===== src/rtl/addr_calc_seq.sv =====
// Sequencer for an external address calculator: loads base/offset over the buses, enables the
// calculator output for OUT_CYCLES cycles, then latches the resulting address from abus.
module addr_calc_seq #(
    parameter int unsigned OUT_CYCLES = 1
) (
    input  logic        i_clk,
    input  logic        i_reset,
    input  logic        i_start,
    output logic        o_ready,
    input  logic [15:0] i_base,
    input  logic [7:0]  i_offset,
    input  logic [1:0]  i_mode,
    output logic [15:0] o_abus_drv,
    output logic        o_abus_oe,
    output logic [7:0]  o_mbus_drv,
    output logic        o_mbus_oe,
    output logic        o_ac_loadn,
    output logic        o_ac_outn,
    output logic        o_ac_sign,
    input  logic [15:0] i_abus,
    output logic [15:0] o_result,
    output logic        o_done,
    output logic        o_err
);

    typedef enum logic [1:0] {StIdle, StLoad, StOut, StDone} state_e;

    localparam logic [3:0] LP_CNT_LAST = 4'(OUT_CYCLES - 1);

    state_e      r_state;
    state_e      w_state_next;
    logic [3:0]  r_cnt;
    logic [15:0] r_base;
    logic [7:0]  r_offset;
    logic        r_sign;
    logic [15:0] r_result;
    logic        r_err;
    logic        w_accept;
    logic        w_out_last;

    assign w_accept   = (r_state == StIdle) && i_start;
    assign w_out_last = (r_state == StOut) && (r_cnt == 4'd0);

    always_ff @(posedge i_clk) begin
        if (i_reset) begin
            r_state <= StIdle;
        end else begin
            r_state <= w_state_next;
        end
    end

    always_comb begin
        w_state_next = r_state;
        unique case (r_state)
            StIdle: begin
                if (w_accept) begin
                    unique case (i_mode)
                        2'b00:   w_state_next = StDone;
                        2'b01,
                        2'b10:   w_state_next = StLoad;
                        default: w_state_next = StIdle;
                    endcase
                end
            end
            StLoad:  w_state_next = StOut;
            StOut:   w_state_next = w_out_last ? StDone : StOut;
            StDone:  w_state_next = StIdle;
            default: w_state_next = StIdle;
        endcase
    end

    always_ff @(posedge i_clk) begin
        if (i_reset) begin
            r_cnt    <= 4'd0;
            r_base   <= 16'h0000;
            r_offset <= 8'h00;
            r_sign   <= 1'b0;
            r_result <= 16'h0000;
            r_err    <= 1'b0;
        end else begin
            r_err <= w_accept && (i_mode == 2'b11);
            if (w_accept) begin
                r_base   <= i_base;
                r_offset <= i_offset;
                r_sign   <= i_mode[1];
            end
            if (w_accept && (i_mode == 2'b00)) begin
                r_result <= i_base;
            end
            // Counter is armed in LOAD so OUT sees OUT_CYCLES-1 down to 0.
            if (r_state == StLoad) begin
                r_cnt <= LP_CNT_LAST;
            end else if ((r_state == StOut) && (r_cnt != 4'd0)) begin
                r_cnt <= r_cnt - 4'd1;
            end
            if (w_out_last) begin
                r_result <= i_abus;
            end
        end
    end

    always_comb begin
        o_ready    = 1'b0;
        o_abus_oe  = 1'b0;
        o_mbus_oe  = 1'b0;
        o_ac_loadn = 1'b1;
        o_ac_outn  = 1'b1;
        o_ac_sign  = 1'b0;
        o_done     = 1'b0;
        unique case (r_state)
            StIdle: o_ready = 1'b1;
            StLoad: begin
                o_abus_oe  = 1'b1;
                o_mbus_oe  = 1'b1;
                o_ac_loadn = 1'b0;
                o_ac_sign  = r_sign;
            end
            StOut: begin
                o_ac_outn = 1'b0;
                o_ac_sign = r_sign;
            end
            StDone:  o_done = 1'b1;
            default: o_ready = 1'b0;
        endcase
    end

    assign o_abus_drv = r_base;
    assign o_mbus_drv = r_offset;
    assign o_result   = r_result;
    assign o_err      = r_err;

endmodule


===== config.mk =====
export PLATFORM = sky130hd
export DESIGN_NAME = addr_calc_seq
export DESIGN_NICKNAME = d
export VERILOG_FILES = /design/src/rtl/addr_calc_seq.sv
export SDC_FILE = /design/constraint.sdc
export NUM_CORES = 1
export LEC_CHECK = 0
export ABC_AREA = 1
export BUFFER_PORTS_ARGS = -buffer_cell sky130_fd_sc_hd__buf_2
export CELL_PAD_IN_SITES_DETAIL_PLACEMENT = 1
export CELL_PAD_IN_SITES_GLOBAL_PLACEMENT = 2
export CORE_UTILIZATION = 25
export DETAILED_ROUTE_END_ITERATION = 8
export GPL_TIMING_DRIVEN = 0
export PLACE_DENSITY_LB_ADDON = 0.1
export SLEW_MARGIN = 20
export SYNTH_ARGS = -nofsm -noshare
export SYNTH_HDL_FRONTEND = slang
export SYNTH_SLANG_ARGS = --single-unit

===== constraint.sdc =====
create_clock -name i_clk -period 1.7 [get_ports i_clk]
set_input_delay 0 -clock i_clk [delete_from_list [all_inputs] [get_ports i_clk]]
set_output_delay 0 -clock i_clk [all_outputs]
set_load 0.02 [all_outputs]

# Word-level counts from Yosys, hierarchy flattened
# Index checks and enable logic that the tools add are counted.
dict set report totals {
  out_inout_bits 48
  elab_cells 40
  ff_bits 48
}
dict set report op_classes {
  n_addsub 1
  n_reduce_logical 13
  eq_ne 7
  mux 12
}
# op n
set ops {}
lappend ops {{$mux 16} 2}
lappend ops {{$eq 2x2->1 const B} 4}
lappend ops {{$pmux 2 s4} 1}
lappend ops {{$mux 1} 7}
lappend ops {{$reduce_or 2->1} 3}
lappend ops {{$logic_and 1x1->1} 5}
lappend ops {{$eq 2x1->1 const B} 2}
lappend ops {{$logic_not 2->1} 2}
lappend ops {{$logic_not 4->1} 1}
lappend ops {{$pmux 2 s2} 1}
lappend ops {{$reduce_bool 4->1} 1}
lappend ops {{$sub 4x1->4 const B} 1}
lappend ops {{$mux 2} 1}
lappend ops {{$ne 2x2->1 const B} 1}
lappend ops {{$reduce_bool 2->1} 1}

# Longest topological paths before layout
dict set report depth {
  ltp_word 5
  ltp_mapped 9
  ltp_nobuf 8
}

# Worst setup path before layout
# OpenSTA, ideal clock, no wires.
dict set report synth_path {
  path_kind {reg2reg}
  start {register r_state[0]}
  end {register r_result[0], in the netlist o_result[0]}
  t_required_ns 1.630
  period_less_slack_ns 1.504
  setup_time_ns 0.070
  setup_slack_ns 0.196
  stages_incl_launch_ff 9
  t_arrival_ns 1.433
  path_buffers 1
  path_cell_list {dfxtp_1 inv_1 ha_1 nand2_2 inv_2 nand2_2 buf_2 nand3_1 a21oi_1}
}
dict set report synth_via {
  elab_chain_cells 4
  word_cells_on_any_way 7
}
# element line
set synth_rtl {}
lappend synth_rtl {{start: declaration} 30} ;# state_e r_state;
lappend synth_rtl {{start signal: assignment} 46} ;# r_state <= StIdle;
lappend synth_rtl {{start signal: assignment} 48} ;# r_state <= w_state_next;
lappend synth_rtl {{$logic_not 2->1} 41} ;# assign w_accept = (r_state == StIdle) && i_start;
lappend synth_rtl {{$logic_and 1x1->1} 41}
lappend synth_rtl {{$logic_and 1x1->1} 87} ;# if (w_accept && (i_mode == 2'b00)) begin
lappend synth_rtl {{$reduce_bool 2->1 (no line)} n/a}
lappend synth_rtl {{end signal: assignment} 88} ;# r_result <= i_base;
lappend synth_rtl {{end signal: assignment} 97} ;# r_result <= i_abus;
lappend synth_rtl {{end: declaration} 36} ;# logic [15:0] r_result;
# Parallel ways exist; a longest one is shown, timed or not.
# A chain may end at the register's enable or synchronous reset.

# Final worst setup path
dict set report layout_path {
  start {register r_state[0]}
  end {register r_base[7], in the netlist o_abus_drv[7]}
}
dict set report layout_via {
  elab_chain_cells 2
}
# element line
set layout_rtl {}
lappend layout_rtl {{$logic_not 2->1} 41}
lappend layout_rtl {{$logic_and 1x1->1} 41}
lappend layout_rtl {{end signal: assignment} 83} ;# r_base <= i_base;
lappend layout_rtl {{end: declaration} 33} ;# logic [15:0] r_base;
# No other way between the ends.

==> qor.csv <==
stage;metric;value;unit
floorplan;die_area;9370;sq um
critical_path;cp_max_fo;10;
clock_tree;post_cts_buffers;0;
finish;drive_gt1_share;28.0;%
clock_tree;cts_tree;done;
critical_path;critPathArrivalTime;1.79;ns
floorplan;core_area;8720;sq um
synthesis;ys_warn_count;0;
finish;layout.cells.most_common;buf_2;
timing;finalSetupViolCount;0;
synthesis;synthCells;318;
timing;rsz0062_at_grt;false;
drt;drc_errors;0;
timing;finalHoldViolations;0;
synthesis;synth_cell_types;20;
drt;firstDrtPassIters;4;
critical_path;slowest_delay;0.38;ns
pwr;p_leak;1.63;nW
placement;io_buffers;91;
drt;wl;7.57;mm
global_routing;antenna_found_initial;0;
drt;routedWlPerCell;13.7;um
timing;clock_skew;0.00827;ns
drt;vias;2487;
global_routing;grt_pass1_wl;12.7;mm
timing;fin_crit_sh;90.3;%
floorplan;dieWidth;96.8;um
global_routing;grt_pass1_vias;2632;
floorplan;die_height;96.8;um
pwr;powerDensity;1170;nW/um^2
floorplan;start_util;25.8;%
critical_path;end_kind;register;
worst_hold_path;hp-class;in2reg;
timing;drv_slew;0;
synthesis;synth_area;2250;sq um
finish;area_growth;43.4;%
global_routing;globalRouteOverflowTotal;0;
critical_path;worst_path_max_delay_cell;clkbuf_1;
drt;drtIter0Drc;48;
critical_path;cpMostUsedCell;nor2_1;
clock_tree;clockBufferDepth;2;
timing;fmax;652;MHz
outcome;status;complete, no violations;
placement;place_hpwl;5.57;mm
timing;period_minus_slack;1.53;ns
clock_tree;clockRootBuffer;clkbuf_8;
critical_path;criticalPathCategory;reg2reg;
floorplan;ioPinCount;93;
global_routing;track_usage;16.9;%
global_routing;grt_max_degree;17;
clock_tree;cts.sinks;48;
clock_tree;clock_latency;0.31;ns
synthesis;ys_ff_latch;48;
timing;tightest_slew;0.514;ns
clock_tree;path_clk_slew;0.10;ns
clock_tree;htree_levels;2;
finish;fin_nets;494;
drt;via_per_inst;4.51;
placement;gp_congestion;0.742;
floorplan;rows;34;
finish;layout_common_cells;buf_2 (96), nor2_1 (59), nand2_1 (47), dfxtp_1 (46), nand3_1 (34);
timing;slew_headroom;65.7;%
pwr;finalPower;3.76;mW
clock_tree;cts_inserted_buffers;5;
drt;ant_nets;0;
finish;antenna_cells;0;
finish;fill_cells;1118;
synthesis;syn_area_per_cell;7.07;sq um
finish;fin_util;36.9;%
pwr;vdd_drop_max;0.000350;V
synthesis;syn_nets;370;
critical_path;worstSetupStartpointType;register;
critical_path;cp.required;1.95;ns
synthesis;synth.yosys.seq_area_share;42.8;%
critical_path;crit_chain;inv_1, ha_2, nand2_4, inv_4, clkbuf_1, nor2_1, nor2_1;
run;maxCapViolations;0;
-- metrics by stage --
stage / setup slack, ns / hold WS [ns] / instance area, sq um / setup TNS (ns) / std cells
2_1_floorplan: 0.196 / 0.142 / 2250 / 0 / 318
4_1_cts: 0.0199 / 0.00275 / 3200 / 0 / 551
5_1_grt: 0.00650 / 0.00665 / 3220 / 0 / 551
3_5_place_dp: -0.0696 / 0.266 / 2840 / -0.560 / 517
6_report: 0.165 / 0.00219 / 3220 / 0 / 551
3_3_place_gp: -0.0453 / 0.251 / 2840 / -0.404 / 517
-- state kept, by name (all words and copies together) (netlist names) --
signal / count
r_cnt: 4
r_sign: 1
o_mbus_drv: 8
r_state: 2
o_result: 16
o_abus_drv: 16
o_err: 1
-- synthesized netlist by cell type --
library cell,n,area [sq um]
nand3_4,1,17.5
nand4_1,17,106
nor3_1,2,10.0
nand2_2,2,12.5
buf_2,9,45.0
nor2_4,2,22.5
nand3_1,34,170
o21ai_0,28,140
inv_2,2,7.51
nor2_1,59,221
buf_1,1,3.75
dfxtp_1,48,961
a31oi_1,1,6.26
inv_1,29,109
ha_1,7,87.6
clkbuf_1,8,30.0
a21oi_1,18,90.1
nand2_1,47,176
buf_6,2,22.5
buf_4,1,7.51
-- power by group --
part	switching, mW	total (mW)	internal (mW)	leakage, nW
logic	0.996	1.56	0.568	1.19
registers	0.123	1.46	1.34	0.396
clock network	0.436	0.729	0.292	0.0404
total	1.56	3.76	2.20	1.63
-- kinds of logic after synthesis --
family	count (synthesis)	share of synthesized area, %
compound gates	47	10.5
buf+inv	52	10.0
fa+ha+maj	7	3.90
flops	48	42.8
simple gates	164	32.8
-- layer usage --
layer  vias to the layer above  share of wire, %  global-route usage [%]
li1                       1281                 -                       -
met1                      1150                47                    20.8
met2                        52                49                    30.0
met3                         4               3.2                    3.40
met4                         0              0.85                    3.79
met5                         -                 0                       0
-- worst paths after layout --
path | start | slack [ns] | end | cells past startpoint
max | r_state[0]$_SDFFE_PP0P_ | 0.17 | o_abus_drv[7]$_SDFFE_PP0P_ | 7
min | i_reset | 0.002 | o_result[12]$_SDFFE_PP0P_ | 2
max reg2reg | r_state[0]$_SDFFE_PP0P_ | 0.17 | o_abus_drv[7]$_SDFFE_PP0P_ | 7
min reg2reg | o_abus_drv[9]$_SDFFE_PP0P_ | 0.48 | o_abus_drv[9]$_SDFFE_PP0P_ | 2
-- worst max-delay path, delay by kind of cell (launching register included) --
kind,cells,cell delay [ns]
buf+inv,3,0.59
flops,1,0.35
simple gates,3,0.29
fa+ha+maj,1,0.23
-- repair_timing --
item                                   CTS  global route
setup endpoints to repair               10            36
hold buffers                            26             0
gates resized for setup                  2            15
endpoints found under the hold margin   25             0
-- cell type report --
cell class,count,area [sq um],area share (%)
Clock buffer,5,68.8,2.14
Clock inverter,3,23.8,0.738
Timing Repair Buffer,117,716,22.2
Inverter,31,119,3.69
Sequential cell,48,963,29.9
Multi-Input combinational cell,218,1070,33.3
Tap cell,108,135,4.19
Buffer,21,123,3.81
Note: power is estimated with default switching activity, not from simulation.
